## src/rtl/alm_log_div.sv

```systemverilog
`default_nettype none
// ============================================================================
// Module  : alm_log_div
// Brief   : Three-stage Mitchell log-domain approximate divider, 32b / 16b ->
//           16b saturated quotient, valid/ready on both sides.
// Revision: 1.0 - initial release
// ============================================================================
module alm_log_div (
  input  logic        clk,
  input  logic        rst,
  input  logic        in_valid,
  output logic        in_ready,
  input  logic [31:0] n,
  input  logic [15:0] d,
  output logic        out_valid,
  input  logic        out_ready,
  output logic [15:0] q,
  output logic        sat,
  output logic        dz
);

  localparam logic [15:0] c_q_max = 16'hFFFF;

  // Stage valid bits and load enables; each stage loads when empty or draining.
  logic r_v1, r_v2, r_v3;
  logic w_en1, w_en2, w_en3;

  assign w_en3    = !r_v3 || out_ready;
  assign w_en2    = !r_v2 || w_en3;
  assign w_en1    = !r_v1 || w_en2;
  assign in_ready = w_en1;

  // ---------------- S1: leading-one detect / normalize ----------------
  logic [4:0]  w_kn;
  logic [3:0]  w_kd;
  logic [14:0] w_fn, w_fd;

  always_comb begin
    w_kn = '0;
    for (int i = 0; i < 32; i++) begin
      if (n[i]) w_kn = 5'(i);
    end
    w_kd = '0;
    for (int i = 0; i < 16; i++) begin
      if (d[i]) w_kd = 4'(i);
    end
  end

  assign w_fn = 15'((n << (5'd31 - w_kn)) >> 16);
  assign w_fd = 15'(d << (4'd15 - w_kd));

  logic [4:0]  r_kn1;
  logic [3:0]  r_kd1;
  logic [14:0] r_fn1, r_fd1;
  logic        r_zn1, r_zd1;

  always_ff @(posedge clk or posedge rst) begin
    if (rst) begin
      r_v1  <= 1'b0;
      r_kn1 <= '0;
      r_kd1 <= '0;
      r_fn1 <= '0;
      r_fd1 <= '0;
      r_zn1 <= 1'b0;
      r_zd1 <= 1'b0;
    end else if (w_en1) begin
      r_v1 <= in_valid;
      if (in_valid) begin
        r_kn1 <= w_kn;
        r_kd1 <= w_kd;
        r_fn1 <= w_fn;
        r_fd1 <= w_fd;
        r_zn1 <= (n == 32'd0);
        r_zd1 <= (d == 16'd0);
      end
    end
  end

  // ---------------- S2: log subtract ----------------
  // A borrow out of the fraction subtract moves one unit into the exponent;
  // the low 15 bits of the difference are already the wrapped fraction.
  logic [15:0]       w_diff;
  logic signed [5:0] w_e;

  assign w_diff = {1'b0, r_fn1} - {1'b0, r_fd1};
  assign w_e    = 6'({1'b0, r_kn1}) - 6'({2'b00, r_kd1}) - 6'(w_diff[15]);

  logic signed [5:0] r_e2;
  logic [14:0]       r_df2;
  logic              r_zn2, r_zd2;

  always_ff @(posedge clk or posedge rst) begin
    if (rst) begin
      r_v2  <= 1'b0;
      r_e2  <= '0;
      r_df2 <= '0;
      r_zn2 <= 1'b0;
      r_zd2 <= 1'b0;
    end else if (w_en2) begin
      r_v2 <= r_v1;
      if (r_v1) begin
        r_e2  <= w_e;
        r_df2 <= w_diff[14:0];
        r_zn2 <= r_zn1;
        r_zd2 <= r_zd1;
      end
    end
  end

  // ---------------- S3: antilog, registered outputs ----------------
  logic [15:0] w_m;
  logic [15:0] w_q;
  logic        w_sat, w_dz;

  assign w_m = {1'b1, r_df2};

  always_comb begin
    w_q   = '0;
    w_sat = 1'b0;
    w_dz  = 1'b0;
    if (r_zd2) begin
      w_q  = c_q_max;
      w_dz = 1'b1;
    end else if (r_zn2) begin
      w_q = '0;
    end else if (r_e2 > 6'sd15) begin
      w_q   = c_q_max;
      w_sat = 1'b1;
    end else if (r_e2 < 6'sd0) begin
      w_q = '0;
    end else begin
      w_q = w_m >> (4'd15 - r_e2[3:0]);
    end
  end

  logic        r_v3_q;
  logic [15:0] r_q;
  logic        r_sat, r_dz;

  always_ff @(posedge clk or posedge rst) begin
    if (rst) begin
      r_v3  <= 1'b0;
      r_q   <= '0;
      r_sat <= 1'b0;
      r_dz  <= 1'b0;
    end else if (w_en3) begin
      r_v3 <= r_v2;
      if (r_v2) begin
        r_q   <= w_q;
        r_sat <= w_sat;
        r_dz  <= w_dz;
      end
    end
  end

  assign r_v3_q    = r_v3;
  assign out_valid = r_v3_q;
  assign q         = r_q;
  assign sat       = r_sat;
  assign dz        = r_dz;

endmodule
`default_nettype wire

```

## config.mk

```make
export PLATFORM = sky130hd
export DESIGN_NAME = alm_log_div
export DESIGN_NICKNAME = d
export VERILOG_FILES = /design/src/rtl/alm_log_div.sv
export SDC_FILE = /design/constraint.sdc
export NUM_CORES = 1
export LEC_CHECK = 0
export BUFFER_PORTS_ARGS = -buffer_cell sky130_fd_sc_hd__buf_2
export CAP_MARGIN = 30
export CELL_PAD_IN_SITES_DETAIL_PLACEMENT = 0
export CELL_PAD_IN_SITES_GLOBAL_PLACEMENT = 1
export CORE_UTILIZATION = 35
export CTS_CLUSTER_DIAMETER = 100
export DETAILED_ROUTE_END_ITERATION = 16
export MAX_ROUTING_LAYER = met4
export PLACE_DENSITY_LB_ADDON = 0.1
export SYNTH_ARGS = -nofsm -noshare
export SYNTH_HDL_FRONTEND = slang
export SYNTH_SLANG_ARGS = --single-unit
export TNS_END_PERCENT = 10
```

## constraint.sdc

```tcl
create_clock -name clk -period 5.2 [get_ports clk]
set_clock_uncertainty 0.1 [all_clocks]
set_input_delay 1.04 -clock clk [delete_from_list [all_inputs] [get_ports clk]]
set_output_delay 1.04 -clock clk [all_outputs]
set_load 0.01 [all_outputs]
```

==> out/metrics.csv, run 1 <==
metric,value,unit
P_sw,0.00132,W
vias per cell,5.72,
CTS HTree Levels,3,
via count,7159,
number of buffers created by CTS,9,
Antenna Cells,0,
Worst Path Buf+Inv,2,
final setup vio count,0,
drt pass-1 iters,7,
arrival time at the worst endpoint,4570,ps
die width,148,um
CP top delay family,compound AO/OA/AOI/OAI gates,
# resized after CTS,0,
worst r2r path cells,19,
GRT met3 Usage,3.89,%
Comb pwr share,46.3,%
Post-Route Utilization,40.9,%
Hold Fails Final Rpt,0,
Clock Sinks,85,
Mean Syn Cell Area,8.02,um2
asr flop ratio synth,100,%
placer's final routability congestion estimate,0.870,
Post-Syn Instances,926,
first-pass GRT wire length,38.4,mm
Final HPWL DP,18.4,mm
pwr dens,383,nW/um2
Post-DRT Antenna Nets,0,
grt ovf,0,
Detailed Route Iter0 Violations,453,
Reg-to-Reg End,r_e2[4],
final worst-path cycle share,85.6,%
"Setup Fix Bufs, Post-CTS",0,
Hold Path Stages,2,
"slowest stage cell, crit path",fa_1,
Initial Util,36.2,%
Yosys cell types,65,
cts hold-fix bufs,0,
WL per Instance,19.1,um
"Reg clk slew, reported paths",60,ps
Seq pwr share,34.0,%
number of global-route vias before repair,6728,
Area growth syn-to-layout,12.8,%
share of the synthesized area in the top cell type,28.6,%
reg2reg setup slack,750,ps
setup tns final,0,ps
Non-Filler Instances,1251,
critical path endpoint category,register,
pre-CTS setup slack,571,ps
number of synthesized flops with an enable pin,0,
cell area after synthesis,7420,um2
"most common cell after layout, fill and taps aside",nand2_1,
Leak,3.73,nW
CTS Buffer Depth,2,
Hold Path Sink,q[13],
CP max stage delay,530,ps
"Cell Area, Placed",8080,um2
crit path cell chain,inv_1 -> ha_1 -> nor2b_1 -> o21ai_0 -> a21boi_0 -> o211ai_1 -> a21o_1 -> a31oi_1 -> a31oi_1 -> o21ai_0 -> fa_1 -> inv_1 -> ha_1 -> or2_2 -> fa_1 -> nand2b_1 -> a21oi_1 -> xor2_1 -> o21ai_0,
clock share of power,19.7,%
initial antenna violation count,1,
Rows,52,
final setup margin,748,ps
core area,20500,um2
register area share after synthesis,28.6,%
Synthesis Warnings,0,
crit path kind,register to register,
Slew HR,36.2,%
cell accounting for the most synthesized area,dfrtp_1,
residual DRC count,0,
Post-Syn Nets,1003,
minimum clock period,4450,ps
"most used cell, CP",o21ai_0,
met2 Use GR,34.1,%
GR Layer Usage met1,32.9,%
Worst-Skew Late Latency,350,ps
gr usage total,23.1,%
worst hold path type,register to register,
placed insts,1235,
Sw Share,41.2,%
Final nets,1054,
CTS tree,built,
crit path max fanout,3,
layout cells sized above 1,16.0,%
MaxCap Viol Count,0,
startpoint types,register,
Yosys reg bits,85,
post-route cell area,8370,um2
most used flip-flop cell after synthesis,dfrtp_1,
setup repair after global routing missed its margin,false,
Max VDD drop,0.175,mV
worst slew pin tran,956,ps
fin. max-slew vios,0,
number of I/O pins,72,
Port Buffers,71,
pin count of the biggest net entering global routing,63,
most frequent cells in the layout,"nand2_1, dfrtp_1, o21ai_0",
internal power,0.00188,W
clk root buf,clkbuf_16,
largest cells by area after synthesis,"dfrtp_1, mux2i_1, nand2_1, o21ai_0, a21oi_1",
aggregate routed wire length,23.9,mm
Die ar.,21800,um2
worst reg2reg path startpoint,r_fd1[1],
status,finished clean,
Die Y,148,um
Crit path required time,5320,ps
Top Usage Layer GRT,met2,
Hold Path Origin,q[13],
Max Clk Rate,225,MHz
==> logic make-up after synthesis <==
kind of cell | synth area share, %
buffers and inverters | 5.78
AOI/OAI and AO/OA | 26.8
muxes | 14.3
adders and majority gates | 4.52
xor gates and xnor gates | 1.53
DFF | 28.6
and+or+nand+nor | 18.5
==> cells in the mapped netlist (9+ instances only) <==
library cell and count:
dfrtp_1 85, nor2b_1 11, ha_1 22, a31oi_1 18, nor2_1 73, nor4_1 9, a21o_1 14, nand3_1 10
a21oi_1 74, o21ai_0 79, mux2_2 24, o22ai_1 14, nor3_1 28, nand2b_1 14, a211oi_1 20, inv_1 42
mux2i_1 63, nand2_1 121, o31ai_1 14, clkbuf_1 49
==> final cells by class <==
class	count	area [um2]
Fill cell	2177	12100
Multi-Input combinational cell	740	4890
Sequential cell	85	2130
Timing Repair Buffer	99	569
Tap cell	270	338
Clock buffer	12	267
Inverter	42	159
Clock inverter	3	20.0
==> flip-flops by register name (all words and copies together) (netlist names), 4 cells and up <==
name   flops
q         16
r_df2     15
r_fd1     15
r_fn1     15
r_e2       6
r_kn1      5
r_kd1      4
==> worst register-to-register path: stages (launching register included) <==
cell      delay (ps)
dfrtp_1          390
inv_1             90
ha_1             220
nor2b_1          120
o21ai_0          170
a21boi_0         160
o211ai_1         250
a21o_1           180
a31oi_1          110
a31oi_1          310
o21ai_0          180
fa_1             530
inv_1             50
ha_1             160
or2_2            310
fa_1             420
nand2b_1         160
a21oi_1          170
xor2_1           150
o21ai_0           80
==> power by group through the flow <==
stage	clock [W]	combinational (W)	sequential (W)
2_1_floorplan	0	0.00118	0.000986
3_3_place_gp	0	0.00150	0.00110
3_5_place_dp	0	0.00149	0.00110
4_1_cts	0.000650	0.00150	0.00109
5_1_grt	0.000671	0.00169	0.00113
6_report	0.000631	0.00148	0.00109
==> how the worst max path moves through the flow <==
stage               startpoint        to  slack [ps]  cells after the start
detailed placement       n[20]  r_fn1[9]         570                     10
finish                r_fd1[1]   r_e2[4]         750                     19
global route          r_fd1[1]   r_e2[4]         440                     19
global placement         n[20]  r_fn1[9]         670                     10
floorplan             r_fd1[1]   r_e2[4]        1140                     19
CTS                   r_fd1[1]   r_e2[4]         770                     19
==> routing by layer <==
metal  vias to the layer above  routed length, um
met3                        30               1330
met2                       200              10500
met4                         0                373
li1                       3512                  -
met1                      3417              11700
met5                         -                  0
==> per-stage QoR <==
stage / power, W / hold WS, ps
2_1_floorplan: 0.00217 / 339
3_3_place_gp: 0.00260 / 357
3_5_place_dp: 0.00259 / 366
4_1_cts: 0.00324 / 381
5_1_grt: 0.00350 / 400
6_report: 0.00321 / 370
No activity file was read; power rests on OpenSTA's default activity.
==> run 2: changes to the inputs <==
--- a/config.mk
+++ b/config.mk
@@ -7,13 +7,11 @@
 export LEC_CHECK = 0
 export BUFFER_PORTS_ARGS = -buffer_cell sky130_fd_sc_hd__buf_2
 export CAP_MARGIN = 30
-export CELL_PAD_IN_SITES_DETAIL_PLACEMENT = 0
-export CELL_PAD_IN_SITES_GLOBAL_PLACEMENT = 1
 export CORE_UTILIZATION = 35
 export CTS_CLUSTER_DIAMETER = 100
 export DETAILED_ROUTE_END_ITERATION = 16
 export MAX_ROUTING_LAYER = met4
-export PLACE_DENSITY_LB_ADDON = 0.1
+export SETUP_SLACK_MARGIN = 0.3
 export SYNTH_ARGS = -nofsm -noshare
 export SYNTH_HDL_FRONTEND = slang
 export SYNTH_SLANG_ARGS = --single-unit
==> run 2 against run 1 <==
  * Fmax is 1.4% higher
  * Combinational power hardly changed
  * Critical path depth unchanged
  * Sequential power barely moved
  * Sequential share of layout area up 0.26 points
  * Largest cell class unchanged
  * Final area fell by 1.0%
  * Global-route usage decreased by 1.7 points
  * Wire length is 7.9% lower
  * Via count fell by 0.27%
  * Clock-buffer cell count is the same
==> out/metrics.csv, run 2 (same netlist as run 1, synthesis figures left out) <==
metric,value,unit,change
aggregate routed wire length,22.0,mm,was 23.9 mm
arrival time at the worst endpoint,4530,ps,was 4570 ps
Non-Filler Instances,1242,,was 1251
Max Clk Rate,228,MHz,was 225 MHz
pin count of the biggest net entering global routing,51,,was 63
"Reg clk slew, reported paths",70,ps,was 60 ps
number of I/O pins,72,,unchanged
Post-DRT Antenna Nets,0,,unchanged
Initial Util,36.2,%,unchanged
final worst-path cycle share,84.4,%,was 85.6%
Final HPWL DP,16.8,mm,was 18.4 mm
fin. max-slew vios,0,,unchanged
Hold Path Stages,2,,unchanged
startpoint types,register,,unchanged
Area growth syn-to-layout,11.6,%,was 12.8%
initial antenna violation count,1,,unchanged
via count,7140,,was 7159
Clock Sinks,85,,unchanged
grt ovf,0,,unchanged
WL per Instance,17.7,um,was 19.1 um
drt pass-1 iters,5,,was 7
cts hold-fix bufs,0,,unchanged
register area,2130,um2,unchanged
Leak,3.68,nW,was 3.73 nW
Die Y,148,um,unchanged
"most common cell after layout, fill and taps aside",nand2_1,,unchanged
first-pass GRT wire length,36.1,mm,was 38.4 mm
gr usage total,21.4,%,was 23.1%
worst reg2reg path startpoint,r_fd1[1],,unchanged
# resized after CTS,0,,unchanged
Worst-Skew Late Latency,350,ps,about the same
final setup vio count,0,,unchanged
crit path kind,register to register,,unchanged
worst r2r path cells,19,,unchanged
worst hold path type,register to register,,unchanged
Rows,52,,unchanged
most frequent cells in the layout,"nand2_1, dfrtp_1, o21ai_0",,unchanged
placed insts,1225,,was 1235
number of buffers created by CTS,9,,unchanged
critical path endpoint category,register,,unchanged
minimum clock period,4390,ps,was 4450 ps
Max VDD drop,0.172,mV,was 0.175 mV
setup tns final,0,ps,unchanged
multi-input logic area,4890,um2,unchanged
reg2reg setup slack,810,ps,was 750 ps
pwr dens,384,nW/um2,was 383 nW/um2
Die ar.,21800,um2,unchanged
Crit path required time,5340,ps,was 5320 ps
core area,20500,um2,unchanged
Hold Fails Final Rpt,0,,unchanged
Final nets,1043,,was 1054
MaxCap Viol Count,0,,unchanged
clk root buf,clkbuf_16,,unchanged
CTS Buffer Depth,2,,unchanged
layout cells sized above 1,15.0,%,was 16.0%
residual DRC count,0,,unchanged
status,finished clean,,unchanged
CTS tree,built,,unchanged
setup repair after global routing missed its margin,false,,unchanged
Reg-to-Reg End,r_e2[4],,unchanged
"Setup Fix Bufs, Post-CTS",0,,unchanged
Fillers,2118,,was 2177
Hold Path Origin,q[12],,was q[13]
die width,148,um,unchanged
vias per cell,5.75,,was 5.72
CTS HTree Levels,3,,unchanged
Detailed Route Iter0 Violations,440,,was 453
crit path max fanout,3,,unchanged
Port Buffers,71,,unchanged
worst slew pin tran,1020,ps,was 956 ps
Hold Path Sink,q[12],,was q[13]
placer's final routability congestion estimate,0.932,,was 0.870
Slew HR,32.1,%,was 36.2%
Largest register FFs,16,,unchanged
number of global-route vias before repair,6775,,was 6728
==> run 2: changes by cell type in the layout (fill, tap and decap cells not counted) <==
cell	change
clkbuf_1	+1
buf_6	-1
clkinvlp_4	-1
diode_2	+1
clkbuf_8	-1
buf_4	-10
clkinv_4	+1
inv_6	+1
==> run 2: worst max-delay path by stage <==
stage | from | endpoint | depth (start not counted) | slack (ps)
6_report | r_fd1[1] | r_e2[4] | 19 | 810
5_1_grt | r_fd1[1] | r_e2[4] | 19 | 480
4_1_cts | r_fd1[1] | r_e2[4] | 19 | 790
3_5_place_dp | n[20] | r_fn1[12] | 10 | 770
3_3_place_gp | n[20] | r_fn1[12] | 10 | 860
2_1_floorplan | r_fd1[1] | r_e2[4] | 19 | 1140
==> run 2: layout make-up <==
class                           count  share of cell area [%]
Timing Repair Buffer               88                    5.83
Multi-Input combinational cell    740                    59.0
Tap cell                          270                    4.08
Clock inverter                      4                   0.362
Clock buffer                       12                    3.09
Sequential cell                    85                    25.7
Inverter                           42                    1.92
Antenna cell                        1                  0.0302
==> run 2: routing by layer <==
| metal | routed length, um | up-vias | track usage [%] |
|---|---|---|---|
| li1 | - | 3501 | - |
| met1 | 10300 | 3343 | 28.9 |
| met2 | 9570 | 252 | 31.2 |
| met3 | 1580 | 44 | 5.37 |
| met4 | 506 | 0 | 6.75 |
| met5 | 0 | - | - |
==> run 2: critical path, stage by stage, from the launching register on <==
cell and delay [ps]:
dfrtp_1 400, inv_1 90, ha_1 220, nor2b_1 120, o21ai_0 180, a21boi_0 160
o211ai_1 250, a21o_1 170, a31oi_1 120, a31oi_1 280, o21ai_0 160, fa_1 520
inv_1 50, ha_1 160, or2_2 310, fa_1 430, nand2b_1 160, a21oi_1 170
xor2_1 150, o21ai_0 80
==> run 2: per-stage QoR <==
stage	setup slack, ps	total power [W]	util, %	hold slack [ps]	cell area (um2)
2_1_floorplan	1140	0.00217	-	339	7420
3_3_place_gp	860	0.00255	39.0	359	8000
3_5_place_dp	767	0.00257	39.0	365	8000
4_1_cts	790	0.00320	40.4	381	8290
5_1_grt	480	0.00346	40.4	402	8290
6_report	811	0.00318	40.4	371	8290
==> run 2: report_power, final <==
group / leakage [nW] / switching, W / internal (W) / total [W]
combinational: 2.52 / 0.000807 / 0.000669 / 0.00148
clock: 0.139 / 0.000273 / 0.000352 / 0.000624
sequential: 1.02 / 0.000232 / 0.000852 / 0.00108
total: 3.68 / 0.00131 / 0.00187 / 0.00318
==> run 3: changes to the inputs <==
==> constraint.sdc (replaced) <==
create_clock -name clk -period 3.8 [get_ports clk]
set_clock_uncertainty 0.1 [all_clocks]
set_input_delay 0.76 -clock clk [delete_from_list [all_inputs] [get_ports clk]]
set_output_delay 0.76 -clock clk [all_outputs]
set_load 0.01 [all_outputs]
==> run 3 against run 2 <==
  * The run now ends with negative setup slack left
  * Clock-buffer cell count unchanged
  * Utilization up 3.9 points
  * Hold slack better by 3.5 ps
  * Fmax up 11%
  * Via count up 5.2%
  * Critical path depth up 7
  * Final area up 9.5%
  * Flip-flop and latch count unchanged
  * Die area unchanged
==> out/metrics.csv, run 3 (same netlist as run 1, synthesis figures left out) <==
metric,value,unit,change
status,"complete, but fails checks",,was finished clean
violated checks,negative setup slack,,
Antenna Cells,0,,was 1
"most used cell, CP",buf_4,,was o21ai_0
CTS HTree Levels,3,,unchanged
setup repair after global routing missed its margin,true,,was false
final setup vio count,3,,was 0
Die Y,148,um,unchanged
grt ovf,0,,unchanged
Max Clk Rate,252,MHz,was 228 MHz
layout cells sized above 1,22.4,%,was 15.0%
startpoint types,register,,unchanged
post-route cell area,9080,um2,was 8290 um2
pin count of the biggest net entering global routing,45,,was 51
Post-DRT Antenna Nets,0,,unchanged
number of buffers created by CTS,9,,unchanged
most frequent cells in the layout,"nand2_1, buf_4, dfrtp_1",,"was nand2_1, dfrtp_1, o21ai_0"
die width,148,um,unchanged
worst r2r path cells,26,,was 19
residual DRC count,0,,unchanged
CTS tree,built,,unchanged
Hold WS,375,ps,was 371 ps
worst hold path type,register to register,,unchanged
pre-CTS setup slack,-167,ps,was 767 ps
Non-Filler Instances,1319,,was 1242
Die ar.,21800,um2,unchanged
gr usage total,22.8,%,was 21.4%
Area growth syn-to-layout,22.3,%,was 11.6%
placed insts,1272,,was 1225
worst reg2reg path startpoint,r_fn1[1],,was r_fd1[1]
clk root buf,clkbuf_16,,unchanged
number of global-route vias before repair,7179,,was 6775
cts hold-fix bufs,0,,unchanged
first-pass GRT wire length,38.3,mm,was 36.1 mm
CTS Buffer Depth,2,,unchanged
critical path endpoint category,register,,unchanged
core area,20500,um2,unchanged
number of I/O pins,72,,unchanged
final worst-path cycle share,104,%,was 84.4%
Max VDD drop,0.253,mV,was 0.172 mV
reg2reg setup slack,-160,ps,was 810 ps
Final nets,1121,,was 1043
multi-input logic area,5010,um2,was 4890 um2
Hold Path Sink,q[12],,unchanged
crit path max fanout,2,,was 3
fin. max-slew vios,0,,unchanged
Initial Util,36.2,%,unchanged
Hold Fails Final Rpt,0,,unchanged
Leak,4.10,nW,was 3.68 nW
Detailed Route Iter0 Violations,621,,was 440
aggregate routed wire length,23.5,mm,was 22.0 mm
Largest register FFs,16,,unchanged
vias per cell,5.70,,was 5.75
"slowest stage cell, crit path",dfrtp_1,,was fa_1
Crit path required time,3940,ps,was 5340 ps
Clock Sinks,85,,unchanged
Fillers,2074,,was 2118
drt pass-1 iters,5,,unchanged
crit path kind,register to register,,unchanged
Hold Path Stages,2,,unchanged
Reg-to-Reg End,r_df2[5],,was r_e2[4]
arrival time at the worst endpoint,4100,ps,was 4530 ps
MaxCap Viol Count,0,,unchanged
minimum clock period,3960,ps,was 4390 ps
Hold Path Origin,q[12],,unchanged
final setup margin,-162,ps,was 811 ps
"Cell Area, Placed",8410,um2,was 8000 um2
initial antenna violation count,0,,was 1
register area,2130,um2,unchanged
CP max stage delay,390,ps,was 520 ps
"most common cell after layout, fill and taps aside",nand2_1,,unchanged
WL per Instance,17.8,um,was 17.7 um
pwr dens,534,nW/um2,was 384 nW/um2
placer's final routability congestion estimate,0.900,,was 0.932
via count,7512,,was 7140
Rows,52,,unchanged
Worst-Skew Late Latency,350,ps,about the same
Port Buffers,71,,unchanged
"Reg clk slew, reported paths",60,ps,was 70 ps
Slew HR,35.0,%,was 32.1%
worst slew pin tran,971,ps,was 1020 ps
Final HPWL DP,17.8,mm,was 16.8 mm
==> run 3: changes by cell type in the layout (fill, tap and decap cells not counted), sizes merged <==
cell    previous run  this run
diode              1         0
bufinv             0         2
buf               88       166
clkinv             3         1
==> run 3: worst max path at each step <==
| stage | from | slack [ps] | to |
|---|---|---|---|
| 2_1_floorplan | r_fd1[1] | 20 | r_e2[4] |
| 3_3_place_gp | r_fn1[1] | -110 | r_e2[4] |
| 3_5_place_dp | n[20] | -170 | r_fn1[12] |
| 4_1_cts | r_fn1[1] | -140 | r_e2[4] |
| 5_1_grt | r_fn1[1] | -320 | r_e2[4] |
| 6_report | r_fn1[1] | -160 | r_df2[5] |
==> run 3: repair_timing <==
action                                  CTS  global route
pin swaps                                12            13
endpoints found under the setup margin    7            17
setup buffers                            30             1
gates resized for setup                   4            15
==> run 3: per-layer routing <==
metal  global-route usage [%]  wire length, um  up-vias
li1                         -                -     3650
met5                        -                0        -
met1                     31.5            11300     3577
met3                     3.30             1230       50
met2                     33.8            10500      235
met4                     7.78              529        0
==> run 3: area by class of cell <==
class	count	area share, %
inverters	42	1.75
multi-input cells	740	55.2
clock buffers	12	2.83
repair buffers	166	12.2
clock inverters	4	0.868
flip-flops and latches	85	23.4
well taps	270	3.72
==> run 3: power by group <==
part           internal [W]  switching (W)
clock network      0.000616       0.000369
logic               0.00117        0.00122
registers           0.00117       0.000312
==> run 3: worst max-delay path, delay by kind of cell (launching register included) <==
family / cells / cell delay [ps]
flip-flops: 1 / 390
buffers and inverters: 18 / 2200
AND/OR/NAND/NOR: 2 / 200
AO/OA/AOI/OAI: 4 / 460
adder cells (fa/ha/maj): 1 / 290
XOR/XNOR: 1 / 220
==> run 3: stage by stage <==
step           util [%]  power [W]  setup TNS (ps)
2_1_floorplan         -    0.00299               0
3_3_place_gp       41.1    0.00361            -198
3_5_place_dp       41.1    0.00363            -610
4_1_cts            43.9    0.00479            -270
5_1_grt            44.3    0.00523            -986
6_report           44.3    0.00485            -333
